===== src/rtl/mdriver_regbank_pkg.sv =====
// Shared register-map constants and control register layout for mdriver_regbank.
package mdriver_regbank_pkg;

   // Byte addresses of the register map (bits [1:0] are not decoded)
   localparam int unsigned ADDR_CTRL    = 32'h00;
   localparam int unsigned ADDR_STATUS  = 32'h04;
   localparam int unsigned ADDR_TXDATA  = 32'h08;
   localparam int unsigned ADDR_RXDATA  = 32'h0C;
   localparam int unsigned ADDR_SCRATCH = 32'h10;

   // CTRL bit positions
   localparam int unsigned CTRL_ENABLE     = 0;
   localparam int unsigned CTRL_IRQ_EN_RX  = 1;
   localparam int unsigned CTRL_IRQ_EN_TXE = 2;
   localparam int unsigned CTRL_TX_FLUSH   = 3;
   localparam int unsigned CTRL_RX_FLUSH   = 4;

   // STATUS bit positions
   localparam int unsigned STAT_TX_FULL      = 0;
   localparam int unsigned STAT_TX_EMPTY     = 1;
   localparam int unsigned STAT_RX_EMPTY     = 2;
   localparam int unsigned STAT_RX_FULL      = 3;
   localparam int unsigned STAT_TX_DROP      = 5;
   localparam int unsigned STAT_TX_LEVEL_LSB = 8;
   localparam int unsigned STAT_RX_LEVEL_LSB = 16;
   localparam int unsigned LEVEL_W           = 8;

   // Stored CTRL bits; flush bits are strobes and are never stored
   typedef struct packed {
      logic irq_en_txe;
      logic irq_en_rx;
      logic enable;
   } ctrl_t;

endpackage


===== src/rtl/mdriver_sync_fifo.sv =====
// Count-based synchronous FIFO; flush overrides push and pop in the same cycle.
module mdriver_sync_fifo #(
   parameter int unsigned WIDTH = 32,
   parameter int unsigned DEPTH = 8
) (
   input  logic                         clk,
   input  logic                         nreset,
   input  logic                         push,
   input  logic                         pop,
   input  logic                         flush,
   input  logic [WIDTH-1:0]             wdata,
   output logic [WIDTH-1:0]             rdata,
   output logic [$clog2(DEPTH):0]       level,
   output logic                         full,
   output logic                         empty
);

   localparam int unsigned AW = $clog2(DEPTH);
   localparam int unsigned LW = AW + 1;

   logic [WIDTH-1:0] mem [DEPTH];
   logic [AW-1:0]    wr_ptr;
   logic [AW-1:0]    rd_ptr;
   logic [LW-1:0]    count;
   logic             do_push;
   logic             do_pop;

   assign full    = (count == LW'(DEPTH));
   assign empty   = (count == '0);
   assign do_push = push & ~full & ~flush;
   assign do_pop  = pop & ~empty & ~flush;
   assign rdata   = mem[rd_ptr];
   assign level   = count;

   // Pointers and occupancy; pointers wrap naturally at the power-of-2 depth
   always_ff @(posedge clk or negedge nreset) begin
      if (!nreset) begin
         wr_ptr <= '0;
         rd_ptr <= '0;
         count  <= '0;
      end else if (flush) begin
         wr_ptr <= '0;
         rd_ptr <= '0;
         count  <= '0;
      end else begin
         if (do_push) wr_ptr <= wr_ptr + AW'(1);
         if (do_pop)  rd_ptr <= rd_ptr + AW'(1);
         if (do_push && !do_pop)      count <= count + LW'(1);
         else if (do_pop && !do_push) count <= count - LW'(1);
      end
   end

   // Storage array, no reset needed since occupancy governs validity
   always_ff @(posedge clk) begin
      if (do_push) mem[wr_ptr] <= wdata;
   end

endmodule


===== src/rtl/mdriver_regbank.sv =====
// Register bank on the mdriver slave bus bridging TX/RX word streams via FIFOs.
// Optional feature: define MDRIVER_REGBANK_IRQ_EN to build the level interrupt
// and the CTRL interrupt-enable bits; otherwise irq is tied low.
module mdriver_regbank
   import mdriver_regbank_pkg::*;
#(
   parameter bit          OPT_READ_SIDEEFFECTS = 1'b1,
   parameter int unsigned C_AXI_DATA_WIDTH     = 32,
   parameter int unsigned C_AXI_ADDR_WIDTH     = 8,
   parameter int unsigned FIFO_DEPTH           = 8
) (
   input  logic                        clk,
   input  logic                        nreset,
   input  logic [C_AXI_ADDR_WIDTH-1:0] si_address,
   input  logic [C_AXI_DATA_WIDTH-1:0] si_data,
   input  logic                        we,
   input  logic                        re,
   output logic [C_AXI_DATA_WIDTH-1:0] so_data,
   output logic [C_AXI_DATA_WIDTH-1:0] tx_data,
   output logic                        tx_valid,
   input  logic                        tx_ready,
   input  logic [C_AXI_DATA_WIDTH-1:0] rx_data,
   input  logic                        rx_valid,
   output logic                        rx_ready,
   output logic                        irq
);

   localparam int unsigned DW  = C_AXI_DATA_WIDTH;
   localparam int unsigned WAW = C_AXI_ADDR_WIDTH - 2;
   localparam int unsigned LW  = $clog2(FIFO_DEPTH) + 1;

   ctrl_t          ctrl_q;
   logic [DW-1:0]  scratch_q;
   logic [DW-1:0]  so_q;
   logic           tx_drop_q;
   logic [DW-1:0]  rdata_c;

   logic [WAW-1:0] word;
   logic [1:0]     unused_addr_lsb;
   logic           sel_ctrl, sel_status, sel_tx, sel_rx, sel_scratch;
   logic           rd;

   logic           tx_push, tx_pop, tx_flush, tx_full, tx_empty;
   logic           rx_push, rx_pop, rx_flush, rx_full, rx_empty;
   logic [LW-1:0]  tx_level, rx_level;
   logic [DW-1:0]  tx_head, rx_head;

   assign word            = si_address[C_AXI_ADDR_WIDTH-1:2];
   assign unused_addr_lsb = si_address[1:0];
   assign sel_ctrl        = (word == WAW'(ADDR_CTRL    >> 2));
   assign sel_status      = (word == WAW'(ADDR_STATUS  >> 2));
   assign sel_tx          = (word == WAW'(ADDR_TXDATA  >> 2));
   assign sel_rx          = (word == WAW'(ADDR_RXDATA  >> 2));
   assign sel_scratch     = (word == WAW'(ADDR_SCRATCH >> 2));
   // A write always wins over a same-cycle read
   assign rd              = re & ~we;

   assign tx_valid = ctrl_q.enable & ~tx_empty;
   assign rx_ready = ctrl_q.enable & ~rx_full;
   assign tx_data  = tx_head;
   assign so_data  = so_q;

   assign tx_flush = we & sel_ctrl & si_data[CTRL_TX_FLUSH];
   assign rx_flush = we & sel_ctrl & si_data[CTRL_RX_FLUSH];
   assign tx_push  = we & sel_tx & ~tx_full;
   assign tx_pop   = tx_valid & tx_ready;
   assign rx_push  = rx_valid & rx_ready;
   assign rx_pop   = (OPT_READ_SIDEEFFECTS ? rd : we) & sel_rx & ~rx_empty;

   mdriver_sync_fifo #(.WIDTH(DW), .DEPTH(FIFO_DEPTH)) u_tx_fifo (
      .clk    (clk),
      .nreset (nreset),
      .push   (tx_push),
      .pop    (tx_pop),
      .flush  (tx_flush),
      .wdata  (si_data),
      .rdata  (tx_head),
      .level  (tx_level),
      .full   (tx_full),
      .empty  (tx_empty)
   );

   mdriver_sync_fifo #(.WIDTH(DW), .DEPTH(FIFO_DEPTH)) u_rx_fifo (
      .clk    (clk),
      .nreset (nreset),
      .push   (rx_push),
      .pop    (rx_pop),
      .flush  (rx_flush),
      .wdata  (rx_data),
      .rdata  (rx_head),
      .level  (rx_level),
      .full   (rx_full),
      .empty  (rx_empty)
   );

   // Read-data decode from current register and FIFO state
   always_comb begin
      rdata_c = '0;
      if (sel_ctrl) begin
         rdata_c[CTRL_ENABLE]     = ctrl_q.enable;
         rdata_c[CTRL_IRQ_EN_RX]  = ctrl_q.irq_en_rx;
         rdata_c[CTRL_IRQ_EN_TXE] = ctrl_q.irq_en_txe;
      end else if (sel_status) begin
         rdata_c[STAT_TX_FULL]  = tx_full;
         rdata_c[STAT_TX_EMPTY] = tx_empty;
         rdata_c[STAT_RX_EMPTY] = rx_empty;
         rdata_c[STAT_RX_FULL]  = rx_full;
         rdata_c[STAT_TX_DROP]  = tx_drop_q;
         rdata_c[STAT_TX_LEVEL_LSB +: LEVEL_W] = LEVEL_W'(tx_level);
         rdata_c[STAT_RX_LEVEL_LSB +: LEVEL_W] = LEVEL_W'(rx_level);
      end else if (sel_rx) begin
         rdata_c = rx_empty ? '0 : rx_head;
      end else if (sel_scratch) begin
         rdata_c = scratch_q;
      end
   end

   // Bus-visible registers and registered read data
   always_ff @(posedge clk or negedge nreset) begin
      if (!nreset) begin
         ctrl_q    <= '0;
         scratch_q <= '0;
         tx_drop_q <= 1'b0;
         so_q      <= '0;
      end else begin
         if (rd) so_q <= rdata_c;
         if (we && sel_ctrl) begin
            ctrl_q.enable <= si_data[CTRL_ENABLE];
`ifdef MDRIVER_REGBANK_IRQ_EN
            ctrl_q.irq_en_rx  <= si_data[CTRL_IRQ_EN_RX];
            ctrl_q.irq_en_txe <= si_data[CTRL_IRQ_EN_TXE];
`endif
         end
         if (we && sel_scratch) scratch_q <= si_data;
         // Overflow is judged on pre-edge fullness, regardless of a same-cycle pop
         if (we && sel_tx && tx_full) tx_drop_q <= 1'b1;
         else if (we && sel_status && si_data[STAT_TX_DROP]) tx_drop_q <= 1'b0;
      end
   end

`ifdef MDRIVER_REGBANK_IRQ_EN
   logic irq_q;

   // Level interrupt sampled one cycle behind FIFO state
   always_ff @(posedge clk or negedge nreset) begin
      if (!nreset) irq_q <= 1'b0;
      else         irq_q <= (ctrl_q.irq_en_rx & ~rx_empty) | (ctrl_q.irq_en_txe & tx_empty);
   end

   assign irq = irq_q;
`else
   assign irq = 1'b0;
`endif

endmodule


===== config.mk =====
export PLATFORM = sky130hd
export DESIGN_NAME = mdriver_regbank
export DESIGN_NICKNAME = d
export VERILOG_FILES = /design/src/rtl/mdriver_regbank_pkg.sv /design/src/rtl/mdriver_sync_fifo.sv /design/src/rtl/mdriver_regbank.sv
export SDC_FILE = /design/constraint.sdc
export NUM_CORES = 1
export LEC_CHECK = 0
export BUFFER_PORTS_ARGS = -buffer_cell sky130_fd_sc_hd__buf_2
export CAP_MARGIN = 10
export CORE_ASPECT_RATIO = 0.75
export CORE_MARGIN = 5
export CORE_UTILIZATION = 39
export DETAILED_ROUTE_END_ITERATION = 16
export PLACE_DENSITY = 0.61
export SLEW_MARGIN = 20
export SYNTH_ARGS = -nofsm -noshare
export SYNTH_HDL_FRONTEND = slang
export SYNTH_HIERARCHICAL = 1
export SYNTH_SLANG_ARGS = --single-unit

===== constraint.sdc =====
create_clock -name clk -period 14 [get_ports clk]
set_clock_uncertainty 0.05 [all_clocks]
set_input_delay 1.4 -clock clk [delete_from_list [all_inputs] [get_ports clk]]
set_output_delay 1.4 -clock clk [all_outputs]
set_load 0.05 [all_outputs]

After elaboration in Yosys (flattened, before gate mapping). Memories as Yosys holds them, arrays and structs flattened. Index checks and enable logic that the tools add are counted. Widths: inputs -> output; s select.

$add $sub $neg: 8. Eq/ne operators: 6. Multiplexer cells: 31. Bitwise operators: 27. Reduce and logical (&&, ||, !) cells: 24.

Operators with widths (number): $mux 32 (3); $mux 29 (1); $mux 4 (7); $mux 3 (9); $and 1x1->1 (20); $mux 16 (1); $add 3x1->3 const B (4); $eq 6x2->1 const B (2); $logic_and 1x1->1 (10); $reduce_bool 2->1 (5); $add 4x1->4 const B (2); $eq 4x4->1 const B (2); $logic_not 4->1 (2); $mux 1 (8); $mux 8 (1); $sub 4x1->4 const B (2); $not 1->1 (7); $eq 6x1->1 const B (1); $eq 6x3->1 const B (1); $logic_not 6->1 (1); $reduce_bool 3->1 (2); $logic_not 1->1 (4); $mux 2 (1).

Bits in registers: 86. RAM bits: 512. Input port bits: 78. Output and inout port bits: 67. Logic and storage cells: 108. Memories kept: 2.

Memory list: u_rx_fifo.mem (depth 8, width 32, rd ports 1, clocked after memory_dff 0, wr ports 1, line mdriver_sync_fifo.sv:21) `logic [WIDTH-1:0] mem [DEPTH];`; u_tx_fifo.mem (depth 8, width 32, rd ports 1, clocked after memory_dff 0, wr ports 1, line mdriver_sync_fifo.sv:21).

Logic depth before layout (Yosys ltp).
Depth in word-level cells: 11. Gate-level depth with buffers: 14. Depth with buffers taken out: 12.

Hierarchy. The synthesis kept the hierarchy.

By module, submodules not included: mdriver_sync_fifo (u_rx_fifo) (times used 1, cells each 452, area each 10327.4 um^2, seq. area each 7937.6 um^2); mdriver_sync_fifo (u_tx_fifo) (times used 1, cells each 452, area each 10326.2 um^2, seq. area each 7937.6 um^2); mdriver_regbank (times used 1, cells each 264, area each 3081.7 um^2, seq. area each 1651.6 um^2).

Worst setup path after synthesis. Ideal clock, no wire load.

Path kind: input port to flip-flop. From: input si_address[3]. To: memory u_tx_fifo.mem[0][0] (enable). Setup time: 0.461 ns. Arrival: 4.953 ns. Required time: 13.489 ns. Slack: 8.536 ns. Cell stages on the path: 9. Cell sequence: clkbuf_2 -> clkbuf_1 -> nand3_1 -> nor2_1 -> clkbuf_1 -> inv_1 -> nor3_1 -> nand2b_1 -> nor3_1.

Word-level cells in the longest chain between the ends: 7. Elaborated cells between the ends (all ways): 11. Those cells by class: eq/ne: 1; mux: 2; bitwise: 7; reduce/logical: 1.

Ends and longest elaborated chain: start: declaration (line mdriver_regbank.sv:14) `input logic [C_AXI_ADDR_WIDTH-1:0] si_address,`; $eq 6x2->1 (line mdriver_regbank.sv:52) `assign sel_tx = (word == WAW'(ADDR_TXDATA >> 2));`; $and 1x1->1 (2 in a row) (line mdriver_regbank.sv:65) `assign tx_push = we & sel_tx & ~tx_full;`; via tx_push (line mdriver_regbank.sv:43) `logic tx_push, tx_pop, tx_flush, tx_full, tx_empty;`; $and 1x1->1 (2 in a row) (line mdriver_sync_fifo.sv:30) `assign do_push = push & ~full & ~flush;`; $mux 1 (line mdriver_sync_fifo.sv:55) `if (do_push) mem[wr_ptr] <= wdata;`; $mux 1 (not written as such) (line mdriver_sync_fifo.sv:55); end: declaration (line mdriver_sync_fifo.sv:21).

The timed path passes the listed nets, and every way through them passes these cells.

Worst setup path after layout.
From: register u_tx_fifo.rd_ptr[0]. To: output tx_data[27].

Word-level cells in the longest chain between the ends: 1.

Ends and longest elaborated chain: start: declaration (line mdriver_sync_fifo.sv:23) `logic [AW-1:0] rd_ptr;`; start signal: assignment (line mdriver_sync_fifo.sv:47) `if (do_pop) rd_ptr <= rd_ptr + AW'(1);`; $mem_v2 8x32; end: declaration (line mdriver_regbank.sv:19) `output logic [C_AXI_DATA_WIDTH-1:0] tx_data,`.

Every way passes these cells.

==> impl_metrics.csv <==
group,metric,value,unit
finish,final_cells,2173,
logic_synthesis,synth_seq_cells,598,
job,drv_cap,0,
power_and_ir_drop,p_leak,0.00918,uW
setup_path,worstPathRequired,12550,ps
die,die-height,224,um
sta,setup_viol,0,
clocking,clk_pin_slew,60,ps
setup_path,critPathTopFamily,"buffers and inverters",
grt,grt_pass1_wl,78600,um
grt,grt_max_degree,74,
logic_synthesis,synth_edf_count,512,
grt,grt_pass1_vias,12099,
die,core_area,60400,um^2
die,io_pins,145,
sta,hold_viol,0,
detailed_routing,vias,11543,
finish,final_util,44.9,%
logic_synthesis,postSynth.asyncResetShare,14.4,%
sta,finalSetupTns,0,ps
power_and_ir_drop,p_per_area,137,nW/um^2
logic_synthesis,synth_seq_area_share,73.8,%
outcome,status,"completed",
setup_path,crit_type,"reg2out",
detailed_routing,drc,0,
clocking,cts_buffers,56,
setup_path,max_stage_delay,870,ps
logic_synthesis,yosys.area.top_type_share,64.8,%
power_and_ir_drop,intPower,2890,uW
die,die_w,295,um
detailed_routing,wire_per_inst,24.0,um
power_and_ir_drop,power_frac_seq,54.5,%
logic_synthesis,synth_top_family_by_area,"multiplexers",
logic_synthesis,avgSynthCellArea,20.3,um^2
power_and_ir_drop,vdd_drop_max,0.000105,V
logic_synthesis,synth-xor-area-share,0.443,%
die,die_area,65900,um^2
setup_path,startpoint,"u_tx_fifo/rd_ptr[0]",
grt,grt.overflow.total,0,
min_path,hold_path.class,"reg2reg",
power_and_ir_drop,swShare,22.3,%
power_and_ir_drop,p_clk_share,39.1,%
finish,final_cell_mix,"512 x edfxtp_1, 140 x buf_2, 128 x mux4_2, 84 x mux2_2, 81 x dfrtp_1",
power_and_ir_drop,fin_total_pwr,3720,uW
power_and_ir_drop,combPwrFrac,6.4,%
finish,synthToLayoutAreaGrowth,14.2,%
sta,fmax,208,MHz
finish,multiInputGateArea,5810,um^2
detailed_routing,totalWireLength,52200,um
setup_path,cp_num_buf_inv,2,
setup_path,critPathLaunchType,"register",
detailed_routing,routed_via_density,5.31,
sta,whs,432,ps
logic_synthesis,post-synth-top-area-cell,"edfxtp_1",
detailed_routing,drt_pass1_iterations,5,
clocking,clock_sinks,598,
detailed_routing,drtAntennaViolNets,0,
clocking,cts_resized,0,
logic_synthesis,yosys-top-cells-area,"edfxtp_1 65%, mux4_2 12%, dfrtp_1 9.1%",
clocking,clockBufferDepth,3,
die,start_util,39.3,%
power_and_ir_drop,switchingPower,828,uW
logic_synthesis,synth_ff_type,"edfxtp_1",
logic_synthesis,yosysUniqueCellTypes,49,
logic_synthesis,synthCells,1168,
clocking,cts-root-buf,"clkbuf_16",
setup_path,reg2reg_from,"u_rx_fifo/level[0]",
sta,period_share,34.3,%
logic_synthesis,synth_mux_area_share,17.1,%
setup_path,arrival,3350,ps
place,dp_hpwl,31700,um
setup_path,worst-path-max-fanout,34,
clocking,clk_latency,600,ps
clocking,cts_tree,"yes",
sta,worst_pin_slew,954,ps
clocking,cts_setup_buffers,0,
logic_synthesis,synth.cell_area,23700,um^2
logic_synthesis,synth_compound_area_share,3.08,%
logic_synthesis,ys_warn_count,10,
finish,drive_gt1_share,35.6,%
sta,drv_slew,0,
clocking,h-tree-depth,2,
finish,seq_area,17500,um^2
logic_synthesis,synth-simple-area-share,2.75,%
place,portBuffers,141,
logic_synthesis,synth_fp_nets,1256,
detailed_routing,drtIter0Drc,1092,
min_path,hp-start,"scratch_q[31]",
die,rows,78,
place,place_inst,2067,
setup_path,endpoint_kind,"output pin",
logic_synthesis,synthAdderAreaFrac,0.590,%
sta,rsz0062_at_grt,"no",
grt,grt_use_total,15.7,%
setup_path,crit_path_top_delay_cell,"dfrtp_4",
sta,period_needed,4800,ps
place,gp_congestion,0.812,
setup_path,path_cells,"buf_4 > mux4_2 > mux2_2 > buf_2",
sta,max-slew-margin-rel,36.4,%
clocking,cts_hold_repair.buffers,0,
grt,antenna_found_initial,8,
finish,fillCellCount,5113,
finish,layout_commonest_cell,"edfxtp_1",
finish,final_nets,1413,
## power by group through the flow
stage	Combinational, uW	Sequential, uW	Clock (uW)
6_report	238	2030	1450
3_3_place_gp	232	2060	0
5_1_grt	262	2030	1580
4_1_cts	241	2030	1490
3_5_place_dp	240	2060	0
2_1_floorplan	167	2050	0
## flip-flops by register name (all words and copies together) (netlist names)
signal and count:
u_tx_fifo/level 4, u_tx_fifo/mem 256, u_rx_fifo/rd_ptr 3, u_rx_fifo/mem 256
scratch_q 32, u_rx_fifo/level 4, ctrl_q 1, u_tx_fifo/rd_ptr 3
u_tx_fifo/wr_ptr 3, so_data 32, tx_drop_q 1, u_rx_fifo/wr_ptr 3
## routing by layer
layer | part of all wire (%) | global-route usage, % | up-vias
met4 | 1.5 | 2.98 | 10
met1 | 46 | 23.3 | 6086
met2 | 45 | 23.5 | 309
met5 | 0.098 | 0 | -
met3 | 7.5 | 4.79 | 68
li1 | - | - | 5070
## cell families (layout without fill, tap and decap cells)
logic type	count (synthesis)	after routing
simple gates	124	124
fa+ha+maj	10	10
flops	598	598
buf+inv	96	298
other cells	1	4
xor+xnor	12	12
mux	233	233
compound gates	94	94
## cell usage after synthesis (12+ instances only)
master,number
a21oi_1,15
a22oi_1,13
mux4_2,128
dfrtp_1,86
o21ai_0,15
buf_6,17
inv_1,28
edfxtp_1,512
a221o_1,19
o31ai_1,12
mux2_1,13
mux2_2,84
clkbuf_1,35
nand2_1,24
nor2_1,33
and3_1,21
## area by class of cell
type / count / area share [%]
Multi-Input combinational cell: 474 / 21.4
Tap cell: 800 / 3.69
Sequential cell: 598 / 64.7
Clock buffer: 75 / 5.54
Antenna cell: 3 / 0.0277
Timing Repair Buffer: 167 / 3.35
Inverter: 28 / 0.388
Clock inverter: 28 / 0.918
## path summary, 6_finish.rpt
check / to / slack [ps] / cells after the start
max: tx_data[27] / 9200 / 4
min: scratch_q[31] / 430 / 1
max reg2reg: u_rx_fifo/mem[0][29] / 9900 / 9
min reg2reg: scratch_q[31] / 430 / 1
max in group asynchronous: u_rx_fifo/rd_ptr[0] / 12320 / 2
min in group asynchronous: so_data[9] / 590 / 1
## through the flow
step           setup WS (ps)  instance area [um^2]
2_1_floorplan           8540                 23700
3_3_place_gp            9310                 25400
3_5_place_dp            9270                 25400
4_1_cts                 9060                 27100
5_1_grt                 8930                 27100
6_report                9200                 27100
Note: power is estimated with default switching activity, not from simulation.
